File: src/rtl/mul_unit.sv
// Iterative MUL/MLA/UMULL/UMLAL/SMULL/SMLAL unit for the ARMv4 execute stage.
// Retires STEP_BITS multiplier bits per CALC cycle into a 2*DATA_W accumulator.
module mul_unit #(
  parameter int DATA_W    = 32,
  parameter int STEP_BITS = 8
) (
  input  logic              i_clk,
  input  logic              i_rst_n,
  input  logic              i_start,
  input  logic              i_flush,
  input  logic              i_long,
  input  logic              i_signed,
  input  logic              i_acc,
  input  logic [DATA_W-1:0] i_op1,
  input  logic [DATA_W-1:0] i_op2,
  input  logic [DATA_W-1:0] i_acc_lo,
  input  logic [DATA_W-1:0] i_acc_hi,
  input  logic [3:0]        i_nzcv,
  output logic              o_busy,
  output logic              o_valid,
  output logic [DATA_W-1:0] o_result_lo,
  output logic [DATA_W-1:0] o_result_hi,
  output logic [3:0]        o_nzcv
);

  localparam int N     = DATA_W / STEP_BITS;
  localparam int CNT_W = (N > 1) ? $clog2(N) : 1;
  localparam int ACC_W = 2 * DATA_W;
  localparam int PP_W  = DATA_W + STEP_BITS + 2;

  localparam logic [1:0] IDLE = 2'd0;
  localparam logic [1:0] CALC = 2'd1;
  localparam logic [1:0] DONE = 2'd2;

  logic [1:0]        state_q, state_d;
  logic [CNT_W-1:0]  count_q, count_d;
  logic [DATA_W-1:0] op1_q, op1_d;
  logic [DATA_W-1:0] op2_q, op2_d;
  logic              long_q, long_d;
  logic              signed_q, signed_d;
  logic [1:0]        cv_q, cv_d;
  logic [ACC_W-1:0]  acc_q, acc_d;
  logic              busy_q, busy_d;
  logic              valid_q, valid_d;
  logic [DATA_W-1:0] resLo_q, resLo_d;
  logic [DATA_W-1:0] resHi_q, resHi_d;
  logic [3:0]        nzcv_q, nzcv_d;

  logic [31:0]          shAmt;
  logic [STEP_BITS-1:0] chunk;
  logic                 lastIter;
  logic                 topNeg;
  logic [PP_W-1:0]      op1X;
  logic [PP_W-1:0]      chunkX;
  logic [PP_W-1:0]      pp;
  logic [ACC_W-1:0]     ppExt;
  logic [ACC_W-1:0]     sum;
  logic                 unusedFlags;

  // N and Z are recomputed from the result; only C and V pass through.
  assign unusedFlags = ^i_nzcv[3:2];

  // Partial product: only the top chunk of a signed multiplier has negative weight.
  always_comb begin
    shAmt    = 32'(count_q) * 32'(STEP_BITS);
    chunk    = STEP_BITS'(op2_q >> shAmt);
    lastIter = (count_q == CNT_W'(N - 1));
    topNeg   = signed_q & lastIter & chunk[STEP_BITS-1];
    op1X     = {{(PP_W-DATA_W){signed_q & op1_q[DATA_W-1]}}, op1_q};
    chunkX   = {{(PP_W-STEP_BITS){topNeg}}, chunk};
    pp       = op1X * chunkX;
    ppExt    = ACC_W'($signed(pp));
    sum      = acc_q + (ppExt << shAmt);
  end

  always_comb begin
    state_d  = state_q;
    count_d  = count_q;
    op1_d    = op1_q;
    op2_d    = op2_q;
    long_d   = long_q;
    signed_d = signed_q;
    cv_d     = cv_q;
    acc_d    = acc_q;
    busy_d   = busy_q;
    valid_d  = 1'b0;
    resLo_d  = resLo_q;
    resHi_d  = resHi_q;
    nzcv_d   = nzcv_q;

    case (state_q)
      CALC: begin
        acc_d   = sum;
        count_d = count_q + CNT_W'(1);
        if (lastIter) begin
          state_d = DONE;
          busy_d  = 1'b0;
          valid_d = 1'b1;
          resLo_d = sum[DATA_W-1:0];
          resHi_d = long_q ? sum[ACC_W-1:DATA_W] : '0;
          nzcv_d  = {long_q ? sum[ACC_W-1] : sum[DATA_W-1],
                     long_q ? (sum == '0) : (sum[DATA_W-1:0] == '0),
                     cv_q};
        end
      end
      default: begin
        state_d = IDLE;
        if (i_start) begin
          state_d  = CALC;
          busy_d   = 1'b1;
          count_d  = '0;
          op1_d    = i_op1;
          op2_d    = i_op2;
          long_d   = i_long;
          signed_d = i_signed & i_long;
          cv_d     = i_nzcv[1:0];
          acc_d    = i_acc ? {(i_long ? i_acc_hi : {DATA_W{1'b0}}), i_acc_lo} : '0;
        end
      end
    endcase

    // A flush discards the operation in flight, including a same-cycle start.
    if (i_flush) begin
      state_d = IDLE;
      busy_d  = 1'b0;
      valid_d = 1'b0;
      count_d = '0;
    end
  end

  always_ff @(posedge i_clk or negedge i_rst_n) begin
    if (!i_rst_n) begin
      state_q  <= IDLE;
      count_q  <= '0;
      op1_q    <= '0;
      op2_q    <= '0;
      long_q   <= 1'b0;
      signed_q <= 1'b0;
      cv_q     <= '0;
      acc_q    <= '0;
      busy_q   <= 1'b0;
      valid_q  <= 1'b0;
      resLo_q  <= '0;
      resHi_q  <= '0;
      nzcv_q   <= '0;
    end else begin
      state_q  <= state_d;
      count_q  <= count_d;
      op1_q    <= op1_d;
      op2_q    <= op2_d;
      long_q   <= long_d;
      signed_q <= signed_d;
      cv_q     <= cv_d;
      acc_q    <= acc_d;
      busy_q   <= busy_d;
      valid_q  <= valid_d;
      resLo_q  <= resLo_d;
      resHi_q  <= resHi_d;
      nzcv_q   <= nzcv_d;
    end
  end

  assign o_busy      = busy_q;
  assign o_valid     = valid_q;
  assign o_result_lo = resLo_q;
  assign o_result_hi = resHi_q;
  assign o_nzcv      = nzcv_q;

endmodule

File: config.mk
export PLATFORM = sky130hd
export DESIGN_NAME = mul_unit
export DESIGN_NICKNAME = d
export VERILOG_FILES = /design/src/rtl/mul_unit.sv
export SDC_FILE = /design/constraint.sdc
export NUM_CORES = 1
export LEC_CHECK = 0
export BUFFER_PORTS_ARGS = -buffer_cell sky130_fd_sc_hd__buf_4
export CORE_ASPECT_RATIO = 1.2
export CORE_MARGIN = 8
export CORE_UTILIZATION = 60
export CTS_BUF_LIST = sky130_fd_sc_hd__clkbuf_4
export CTS_CLUSTER_DIAMETER = 30
export CTS_CLUSTER_SIZE = 24
export DETAILED_ROUTE_END_ITERATION = 12
export PLACE_DENSITY = 0.8
export SYNTH_ARGS = -nofsm -noshare
export SYNTH_HDL_FRONTEND = slang
export SYNTH_SLANG_ARGS = --single-unit
File: constraint.sdc
create_clock -name i_clk -period 13.4 [get_ports i_clk]
set_input_delay 0.67 -clock i_clk [delete_from_list [all_inputs] [get_ports i_clk]]
set_output_delay 0.67 -clock i_clk [all_outputs]
set_load 0.01 [all_outputs]
==> metrics.md, run 1 <==
| Metric | Value |
|---|---|
| Mapped Cells | 2541 |
| Post-synthesis async set-or-reset flop share | 1.000 |
| Core area | 0.03865 mm^2 |
| Commonest non-fill, non-tap cells in the layout | nand2_1, fa_1, buf_4 |
| Critical Path End Type | register |
| Row cnt | 79 |
| Die height | 232.3 um |
| Setup CP Type | register to register |
| Required @ worst endpoint | 14.09 ns |
| Die area | 0.04559 mm^2 |
| Unrepaired setup endpoints after global routing | no |
| Worst-path clk slew | 0.11 ns |
| Final Net Count | 3171 |
| Slowest CP cell | mux4_2 |
| Number of synthesized flops with an enable pin | 0 |
| Max-Cap Viols | 0 |
| Commonest non-fill, non-tap cell in the layout | nand2_1 |
| Ports | 209 |
| Rel. slew slack | 0.2434 |
| Max Clock Skew | 0.05148 ns |
| Crit path DAT | 11.94 ns |
| Htree depth | 2 |
| #FFs+latches synth | 206 |
| Remaining DRCs | 0 |
| HP Class | input pin to register |
| Clk sinks | 206 |
| Area grow syn2layout | 10.41% |
| Fin Setup TNS | 0 ns |
| Critical path launch point type | register |
| Measured slew at the worst slew-check pin | 1.134 ns |
| Initial drt markers | 1462 |
| Pins Over Slew Limit | 0 |
| Root Buffer Master | clkbuf_4 |
| CP Max Fanout | 34 |
| CP dominant cell by count | fa_1 |
| Initial core utilization | 0.6053 |
| CTS Buf Count | 44 |
| First-pass iteration count of the detailed router | 7 |
| Chip width | 196.3 um |
| Final WL | 69.91 mm |
| CTS max path bufs | 3 |
| Netlist cell types | 93 |
| Dominant synthesized flop cell | dfrtp_1 |
| Worst path max stage delay | 0.91 ns |
| Net Count, Synth | 3069 |
| Post-DRT Antenna Nets | 0 |
| Global route overflow | 0 |
| Fill count | 3032 |
| Mapped Area | 0.02339 mm^2 |
| Crit path time final | 11.25 ns |
| Number of global-route vias before repair | 20.92k |
| Initial antenna violation count | 2 |
| Share of cells above drive strength 1 | 0.1613 |
| Syn. warnings | 0 |
| Fin crit share | 0.8399 |
| Seq/Total Area, Yosys | 0.2204 |
| Mapped Avg Cell Area | 9.206 um^2 |
| Vias | 19.88k |
| Final setup viols | 0 |
| IO Port Bufs | 206 |
| DR vias/cell | 6.200 |
| CTS tree | yes |
| Worst skew pair latency | 0.79 ns |
| GP Congestion | 0.9804 |
| Final Hold Fails | 0 |
| Routed WL per cell | 21.80 um |
| First-pass GRT wire length | 113.1 mm |
| Achievable clock frequency | 0.08885 GHz |
| DP Wirelength | 53.99 mm |
| Status | complete, no violations |
| Largest net degree at the start of global routing | 83 |
| GRT Total Usage | 0.3105 |
==> synthesized netlist by cell type, drive strengths merged, types with 22 or more instances <==
master / count / area share
nand2: 281 / 0.045
fa: 240 / 0.21
dfrtp: 206 / 0.22
inv: 185 / 0.030
and2: 165 / 0.044
ha: 149 / 0.080
a21oi: 148 / 0.032
nor2: 135 / 0.022
o21ai: 120 / 0.026
clkbuf: 106 / 0.017
mux2: 83 / 0.040
buf: 60 / 0.011
xnor2: 57 / 0.021
a21o: 44 / 0.014
mux2i: 41 / 0.018
nor2b: 37 / 0.0099
nor3b: 36 / 0.012
nand3: 34 / 0.0073
a31oi: 32 / 0.0092
nor3: 30 / 0.0064
xor2: 30 / 0.011
a221o: 28 / 0.012
a22o: 28 / 0.010
nand4: 26 / 0.0070
a311oi: 22 / 0.0082
==> metal layers <==
metal | part of all wire | wire length [um] | global-route usage | vias up
met5 | 0 | 0 | 0 | -
met4 | 0.035 | 2438 | 0.1126 | 0
met3 | 0.072 | 5054 | 0.05813 | 169
met2 | 0.49 | 34220 | 0.5235 | 860
met1 | 0.40 | 28200 | 0.3959 | 9852
li1 | - | - | - | 9002
==> worst paths after layout <==
path                                       from               to  slack, ns  cells past startpoint
max in group asynchronous               i_rst_n       count_q[1]      11.52                      3
worst max register to register       count_q[0]        o_nzcv[2]       2.15                     34
worst max-delay path                 count_q[0]        o_nzcv[2]       2.15                     34
worst min register to register  o_result_lo[10]  o_result_lo[10]       0.48                      2
worst min-delay path                  i_op2[10]        op2_q[10]       0.10                      2
min in group asynchronous               i_rst_n        op1_q[20]       0.45                      2
==> worst max-delay path: cells and delay by family, from the launching register on <==
family | cells | cell delay, ns
AOI/OAI and AO/OA | 10 | 3.35
buffers and inverters | 4 | 0.56
xor gates and xnor gates | 2 | 0.44
adders and majority gates | 7 | 3.06
muxes | 2 | 1.08
and+or+nand+nor | 9 | 1.87
DFF | 1 | 0.74
==> stage by stage <==
step / util / std cells / hold slack, ns / setup slack, ns / cell area, um^2
2_1_floorplan: - / 2541 / 0.3744 / 4.019 / 23390
3_3_place_gp: 0.6491 / 3122 / 0.4667 / 2.458 / 25090
3_5_place_dp: 0.6491 / 3122 / 0.4718 / 2.366 / 25090
4_1_cts: 0.6681 / 3205 / 0.04307 / 2.230 / 25820
5_1_grt: 0.6683 / 3207 / 0.03901 / 1.608 / 25830
6_report: 0.6683 / 3207 / 0.1042 / 2.145 / 25830
==> state kept, by name, summed over array words and instances, names as in the netlist <==
name	flops
acc_q	64
count_q	2
cv_q	2
long_q	1
o_busy	1
o_nzcv	4
o_result_hi	32
o_result_lo	32
o_valid	1
op1_q	32
op2_q	32
signed_q	1
state_q	2
==> final cells by class <==
| type | count | area, um^2 | share of cell area |
|---|---|---|---|
| Antenna cell | 2 | 5.005 | 0.0001938 |
| Clock buffer | 47 | 352.8 | 0.01366 |
| Clock inverter | 35 | 371.6 | 0.01439 |
| Inverter | 185 | 694.4 | 0.02689 |
| Multi-Input combinational cell | 1984 | 16910 | 0.6548 |
| Sequential cell | 206 | 5156 | 0.1996 |
| Tap cell | 526 | 658.1 | 0.02548 |
| Timing Repair Buffer | 222 | 1677 | 0.06492 |
==> what timing repair did <==
item,4_1_cts,5_1_grt
endpoints found under the hold margin,60,0
resized for setup,0,0
hold buffers,1,0
buffers inserted,0,0
==> kinds of logic (layout without fill, tap and decap cells) <==
family	after synthesis	after routing	share of synthesized area
AND/OR/NAND/NOR	816	816	0.1752
AO/OA/AOI/OAI	559	559	0.1630
adder cells (fa/ha/maj)	389	389	0.2851
buffers and inverters	351	489	0.05750
flip-flops	206	206	0.2204
multiplexers	132	132	0.06520
XOR/XNOR	88	88	0.03359
other	0	2	0
Power of run 1 is not shown: default switching activity piles up to over one toggle a cycle in this logic, so the estimate is an artifact.
==> run 2: changes to the inputs <==
==> constraint.sdc (replaced) <==
create_clock -name i_clk -period 10.8 [get_ports i_clk]
set_input_delay 0.54 -clock i_clk [delete_from_list [all_inputs] [get_ports i_clk]]
set_output_delay 0.54 -clock i_clk [all_outputs]
set_load 0.01 [all_outputs]
==> run 2 against run 1 <==
Net effect:
- sequential share of layout area down 1.1 points
- fmax up 9.5%
- wire length up 7.9%
- final cell count is 4.6% higher
- global-route usage is 1.9 points higher
- count of clock-buffer cells in the layout up 2
- non-clock buffer count is 143 higher
- critical path depth is 1 lower
- sequential cell count is the same
- hold slack worse by 0.034 ns
- critical endpoint unchanged
==> metrics.md, run 2 (synthesis gave the netlist of run 1 again) <==
| Metric | Value |
|---|---|
| Commonest non-fill, non-tap cells in the layout | nand2_1, buf_4, fa_1 |
| Worst skew pair latency | 0.82 ns (+0.03 ns) |
| DP Wirelength | 55.18 mm (+2.2%) |
| HP Class | input pin to register |
| Final Net Count | 3317 (+4.6%) |
| Achievable clock frequency | 0.09728 GHz (+9.5%) |
| Root Buffer Master | clkbuf_4 |
| Die area | 0.04559 mm^2 (unchanged) |
| Final setup viols | 0 (unchanged) |
| Final Hold Fails | 0 (unchanged) |
| CTS tree | yes |
| Max-Cap Viols | 0 (unchanged) |
| Fin crit share | 0.9518 (+0.1119) |
| First-pass GRT wire length | 118.9 mm (+5.2%) |
| Fin Setup TNS | 0 ns (unchanged) |
| Remaining DRCs | 0 (unchanged) |
| GRT Total Usage | 0.3297 (+0.01921) |
| GP Congestion | 0.9681 (-1.3%) |
| Commonest non-fill, non-tap cell in the layout | nand2_1 |
| Row cnt | 79 (unchanged) |
| Rel. slew slack | 0.2038 (-0.03960) |
| Postcts setup bufs | 0 (unchanged) |
| Slowest CP cell | mux4_2 |
| Die height | 232.3 um (unchanged) |
| CTS max path bufs | 3 (unchanged) |
| Critical Path End Type | register |
| Pins Over Slew Limit | 0 (unchanged) |
| Worst-path clk slew | 0.11 ns (about the same) |
| Crit path time final | 10.28 ns (-0.9754 ns) |
| Post-DRT Antenna Nets | 0 (unchanged) |
| Routed WL per cell | 22.48 um (+3.1%) |
| Unrepaired setup endpoints after global routing | no |
| CTS Buf Count | 46 (+4.5%) |
| Largest net degree at the start of global routing | 78 (-6.0%) |
| Global route overflow | 0 (unchanged) |
| Clk sinks | 206 (unchanged) |
| Ports | 209 (unchanged) |
| Core area | 0.03865 mm^2 (unchanged) |
| Initial antenna violation count | 3 (+1) |
| Status | complete, no violations |
| Share of cells above drive strength 1 | 0.1660 (+0.004763) |
| R2R Path Start | count_q[0] |
| Initial drt markers | 1529 (+4.6%) |
| DR vias/cell | 6.196 (about the same) |
| Area grow syn2layout | 17.01% |
| Crit path DAT | 10.99 ns (-0.95 ns) |
| Setup CP Type | register to register |
| Critical path launch point | count_q[0] |
| Worst path max stage delay | 0.78 ns (-0.13 ns) |
| CP Max Fanout | 18 (-47%) |
| Required @ worst endpoint | 11.51 ns (-2.58 ns) |
| Hold Startpoint | i_acc_lo[11] |
| Number of global-route vias before repair | 21.91k (+4.7%) |
| Final WL | 75.41 mm (+7.9%) |
| First-pass iteration count of the detailed router | 7 (unchanged) |
| IO Port Bufs | 206 (unchanged) |
| Measured slew at the worst slew-check pin | 1.194 ns (+0.06065 ns) |
| Max reg flops | 64 (unchanged) |
| Largest Register | acc_q |
| Max Clock Skew | 0.06799 ns (+0.01652 ns) |
| Critical path launch point type | register |
| Htree depth | 2 (unchanged) |
| Initial core utilization | 0.6053 (unchanged) |
| CP dominant cell by count | fa_1 |
| Chip width | 196.3 um (unchanged) |
| Vias | 20.79k (+4.6%) |
-- run 2: changes by cell type in the layout (fill, tap and decap cells not counted), sizes merged, moves of 2 or more --
| cell | before | now |
|---|---|---|
| clkbuf | 47 | 49 |
| inv | 194 | 192 |
| buf | 221 | 256 |
| clkinvlp | 6 | 2 |
| diode | 2 | 4 |
| bufinv | 5 | 12 |
| dlygate4sd3 | 1 | 109 |
-- run 2: worst paths after layout --
path                                   end  slack (ns)  depth (start not counted)
max                              o_nzcv[2]        0.52                         33
min                              acc_q[11]        0.07                          3
max reg2reg                      o_nzcv[2]        0.52                         33
min reg2reg                o_result_lo[12]        0.49                          2
max in group asynchronous       count_q[1]        9.01                          3
min in group asynchronous        op1_q[22]        0.31                          2
-- run 2: area by class of cell --
class                      instances  area [um^2]
clock buffer                      49        367.9
multi-input combinational       1985        16940
tap                              526        658.1
antenna                            4        10.01
fill                            2888        11280
inverter                         185        694.4
clock inverter                    35        516.7
sequential                       206         5160
timing repair buffer             365         3020
-- run 2: through the flow --
stage                 util  std cells  worst slack [ns]  instance area, um^2  hold slack, ns
global route        0.7082       3355           0.07044                27370         0.02753
detailed placement  0.6561       3157            0.4906                25360          0.4728
CTS                 0.7072       3350            0.3999                27330       0.0009077
global placement    0.6561       3157            0.6096                25360          0.4681
finish              0.7082       3355            0.5206                27370         0.07073
floorplan                -       2541             1.419                23390          0.2444
-- run 2: repair_timing --
item,CTS,global route
gates resized for setup,0,2
endpoints found under the hold margin,173,0
endpoints found under the setup margin,0,8
hold buffers,109,0
-- run 2: per-layer routing --
layer / vias up / GRT usage / part of all wire
met5: - / 0 / 0
met4: 0 / 0.1658 / 0.055
li1: 9287 / - / -
met1: 10272 / 0.4018 / 0.38
met3: 248 / 0.06306 / 0.077
met2: 982 / 0.5553 / 0.49
-- run 2: critical path: cells and delay by family (launching register included) --
family                     cells  cell delay [ns]
AOI/OAI and AO/OA             14             3.88
adders and majority gates      7             3.24
and+or+nand+nor                6             1.05
muxes                          1             0.78
DFF                            1             0.62
xor gates and xnor gates       2             0.48
buffers and inverters          3             0.15
Power of run 2 is left out for the same reason.
==> run 3: changes to the inputs <==
--- a/config.mk
+++ b/config.mk
@@ -13,7 +13,7 @@
 export CTS_CLUSTER_DIAMETER = 30
 export CTS_CLUSTER_SIZE = 24
 export DETAILED_ROUTE_END_ITERATION = 12
-export PLACE_DENSITY = 0.8
+export PLACE_DENSITY = 0.86
 export SYNTH_ARGS = -nofsm -noshare
 export SYNTH_HDL_FRONTEND = slang
 export SYNTH_SLANG_ARGS = --single-unit
==> run 3 against run 2 <==
Net effect:
- design area is 0.96% lower
- worst setup slack better by 0.013 ns
- register-to-register slack about the same
- core utilization down 0.68 points
- non-clock buffer count decreased by 29
- hold slack got worse by 0.036 ns
- wire length is 1.6% higher
- fmax rose by 0.13%
- critical endpoint unchanged
==> metrics.md, run 3 (synthesis gave the netlist of run 1 again) <==
| Metric | Value |
|---|---|
| Status | complete, no violations |
| Core area | 0.03865 mm^2 (unchanged) |
| Layout Cell Area excl Fill | 0.02711 mm^2 (-0.96%) |
| Worst-path clk slew | 0.09 ns (-0.02 ns) |
| Max Clock Skew | 0.05268 ns (-0.01531 ns) |
| Die height | 232.3 um (unchanged) |
| Number of global-route vias before repair | 22.21k (+1.4%) |
| Row cnt | 79 (unchanged) |
| R2R cell count | 31 (-6.1%) |
| CTS tree | yes |
| Routed WL per cell | 23.05 um (+2.6%) |
| Fill count | 2807 (-2.8%) |
| Achievable clock frequency | 0.09741 GHz (+0.13%) |
| Share of cells above drive strength 1 | 0.1587 (-0.007350) |
| Largest Register | acc_q |
| CP Max Fanout | 16 (-2) |
| GP Congestion | 0.9934 (+2.6%) |
| Post-DRT Antenna Nets | 0 (unchanged) |
| DR top layer | met5 |
| Final Net Count | 3288 (-0.87%) |
| Chip width | 196.3 um (unchanged) |
| CTS max path bufs | 3 (unchanged) |
| Vias | 21.06k (+1.3%) |
| Area grow syn2layout | 15.88% |
| Final Hold Fails | 0 (unchanged) |
| Placed cell areas | 0.02520 mm^2 (-0.60%) |
| Initial drt markers | 2092 (+37%) |
| First-pass iteration count of the detailed router | 6 (-1) |
| Die area | 0.04559 mm^2 (unchanged) |
| IO Port Bufs | 206 (unchanged) |
| CTS Buf Count | 44 (-4.3%) |
| Max reg flops | 64 (unchanged) |
| Crit path time final | 10.27 ns (-0.01319 ns) |
| HP Class | input pin to register |
| Metal3 WL | 6.612 mm (+14%) |
| Pins Over Slew Limit | 0 (unchanged) |
| Global route overflow | 0 (unchanged) |
| Htree depth | 2 (unchanged) |
| Hold depth | 2 (-1) |
| Placed insts | 3134 (-0.73%) |
| Required @ worst endpoint | 11.49 ns (-0.02 ns) |
| Worst skew pair latency | 0.79 ns (-0.03 ns) |
| Clk sinks | 206 (unchanged) |
| Met2 routed WL | 37.19 mm (+0.65%) |
| Post-Layout Cell Count | 3322 (-0.98%) |
| Critical Path End Type | register |
| Initial antenna violation count | 3 (unchanged) |
| DR vias/cell | 6.340 (+2.3%) |
| Commonest non-fill, non-tap cell in the layout | nand2_1 |
| Final setup viols | 0 (unchanged) |
| Max-Cap Viols | 0 (unchanged) |
| Fin crit share | 0.9506 (-0.001221) |
| Worst path max stage delay | 1.01 ns (+0.23 ns) |
| Setup CP Type | register to register |
| Unrepaired setup endpoints after global routing | no |
| Slowest CP cell | mux4_1 |
| Remaining DRCs | 0 (unchanged) |
| Commonest non-fill, non-tap cells in the layout | nand2_1, fa_1, buf_4 |
| Crit path DAT | 10.96 ns (-0.03 ns) |
| Largest net degree at the start of global routing | 86 (+10%) |
| Min Hold Slack | 0.03464 ns (-0.03609 ns) |
| Initial core utilization | 0.6053 (unchanged) |
| Critical path launch point type | register |
| First-pass GRT wire length | 119.7 mm (+0.68%) |
| Post-Route M1 WL | 27.72 mm (-2.8%) |
| Fin Setup TNS | 0 ns (unchanged) |
| DP Wirelength | 55.11 mm (-0.14%) |
| GRT Total Usage | 0.3312 (+0.001421) |
| Final WL | 76.59 mm (+1.6%) |
| Rel. slew slack | 0.2058 (+0.001975) |
| CP dominant cell by count | fa_1 |
| Ports | 209 (unchanged) |
| Root Buffer Master | clkbuf_4 |
| Measured slew at the worst slew-check pin | 1.191 ns (-0.002963 ns) |
run 3: worst paths after layout:
path                            startpoint              end  slack, ns
max in group asynchronous          i_rst_n       count_q[0]       9.02
hold reg to reg            o_result_lo[21]  o_result_lo[21]       0.49
setup / recovery                count_q[0]        o_nzcv[2]       0.53
min in group asynchronous          i_rst_n         op1_q[9]       0.33
hold / removal                 i_acc_hi[1]        acc_q[33]       0.03
setup reg to reg                count_q[0]        o_nzcv[2]       0.53
run 3: cell type report:
| type | count | area (um^2) | area share |
|---|---|---|---|
| diodes | 4 | 10.01 | 0.0003693 |
| clock buffers | 46 | 345.3 | 0.01274 |
| clock inverters | 32 | 414.1 | 0.01528 |
| inverters | 185 | 694.4 | 0.02562 |
| multi-input cells | 1987 | 17000 | 0.6271 |
| flip-flops and latches | 206 | 5160 | 0.1904 |
| well taps | 526 | 658.1 | 0.02428 |
| repair buffers | 336 | 2825 | 0.1042 |
run 3: through the flow:
stage,worst slack (ns),util
final,0.5338,0.7014
after CTS,0.3529,0.6969
after detailed placement,0.4423,0.6521
after global routing,0.1025,0.7013
after floorplan,1.419,-
after global placement,0.6334,0.6521
run 3: worst max-delay path, delay by kind of cell, from the launching register on:
kind	cells	cell delay, ns
AOI/OAI and AO/OA	15	3.18
xor gates and xnor gates	1	0.18
adders and majority gates	7	3.09
DFF	1	0.65
muxes	3	1.59
and+or+nand+nor	5	1.47
run 3: routing by layer:
metal	up-vias	GRT usage
met3	315	0.06277
met2	1214	0.5574
li1	9249	-
met4	2	0.1840
met1	10282	0.3973
met5	-	0
run 3: timing repair:
item                                    CTS  global route
hold endpoints to repair                161             1
hold buffers                             97             1
gates resized for setup                   0             5
endpoints found under the setup margin    0             8
buffers inserted                          0             5
Power of run 3 is left out for the same reason.
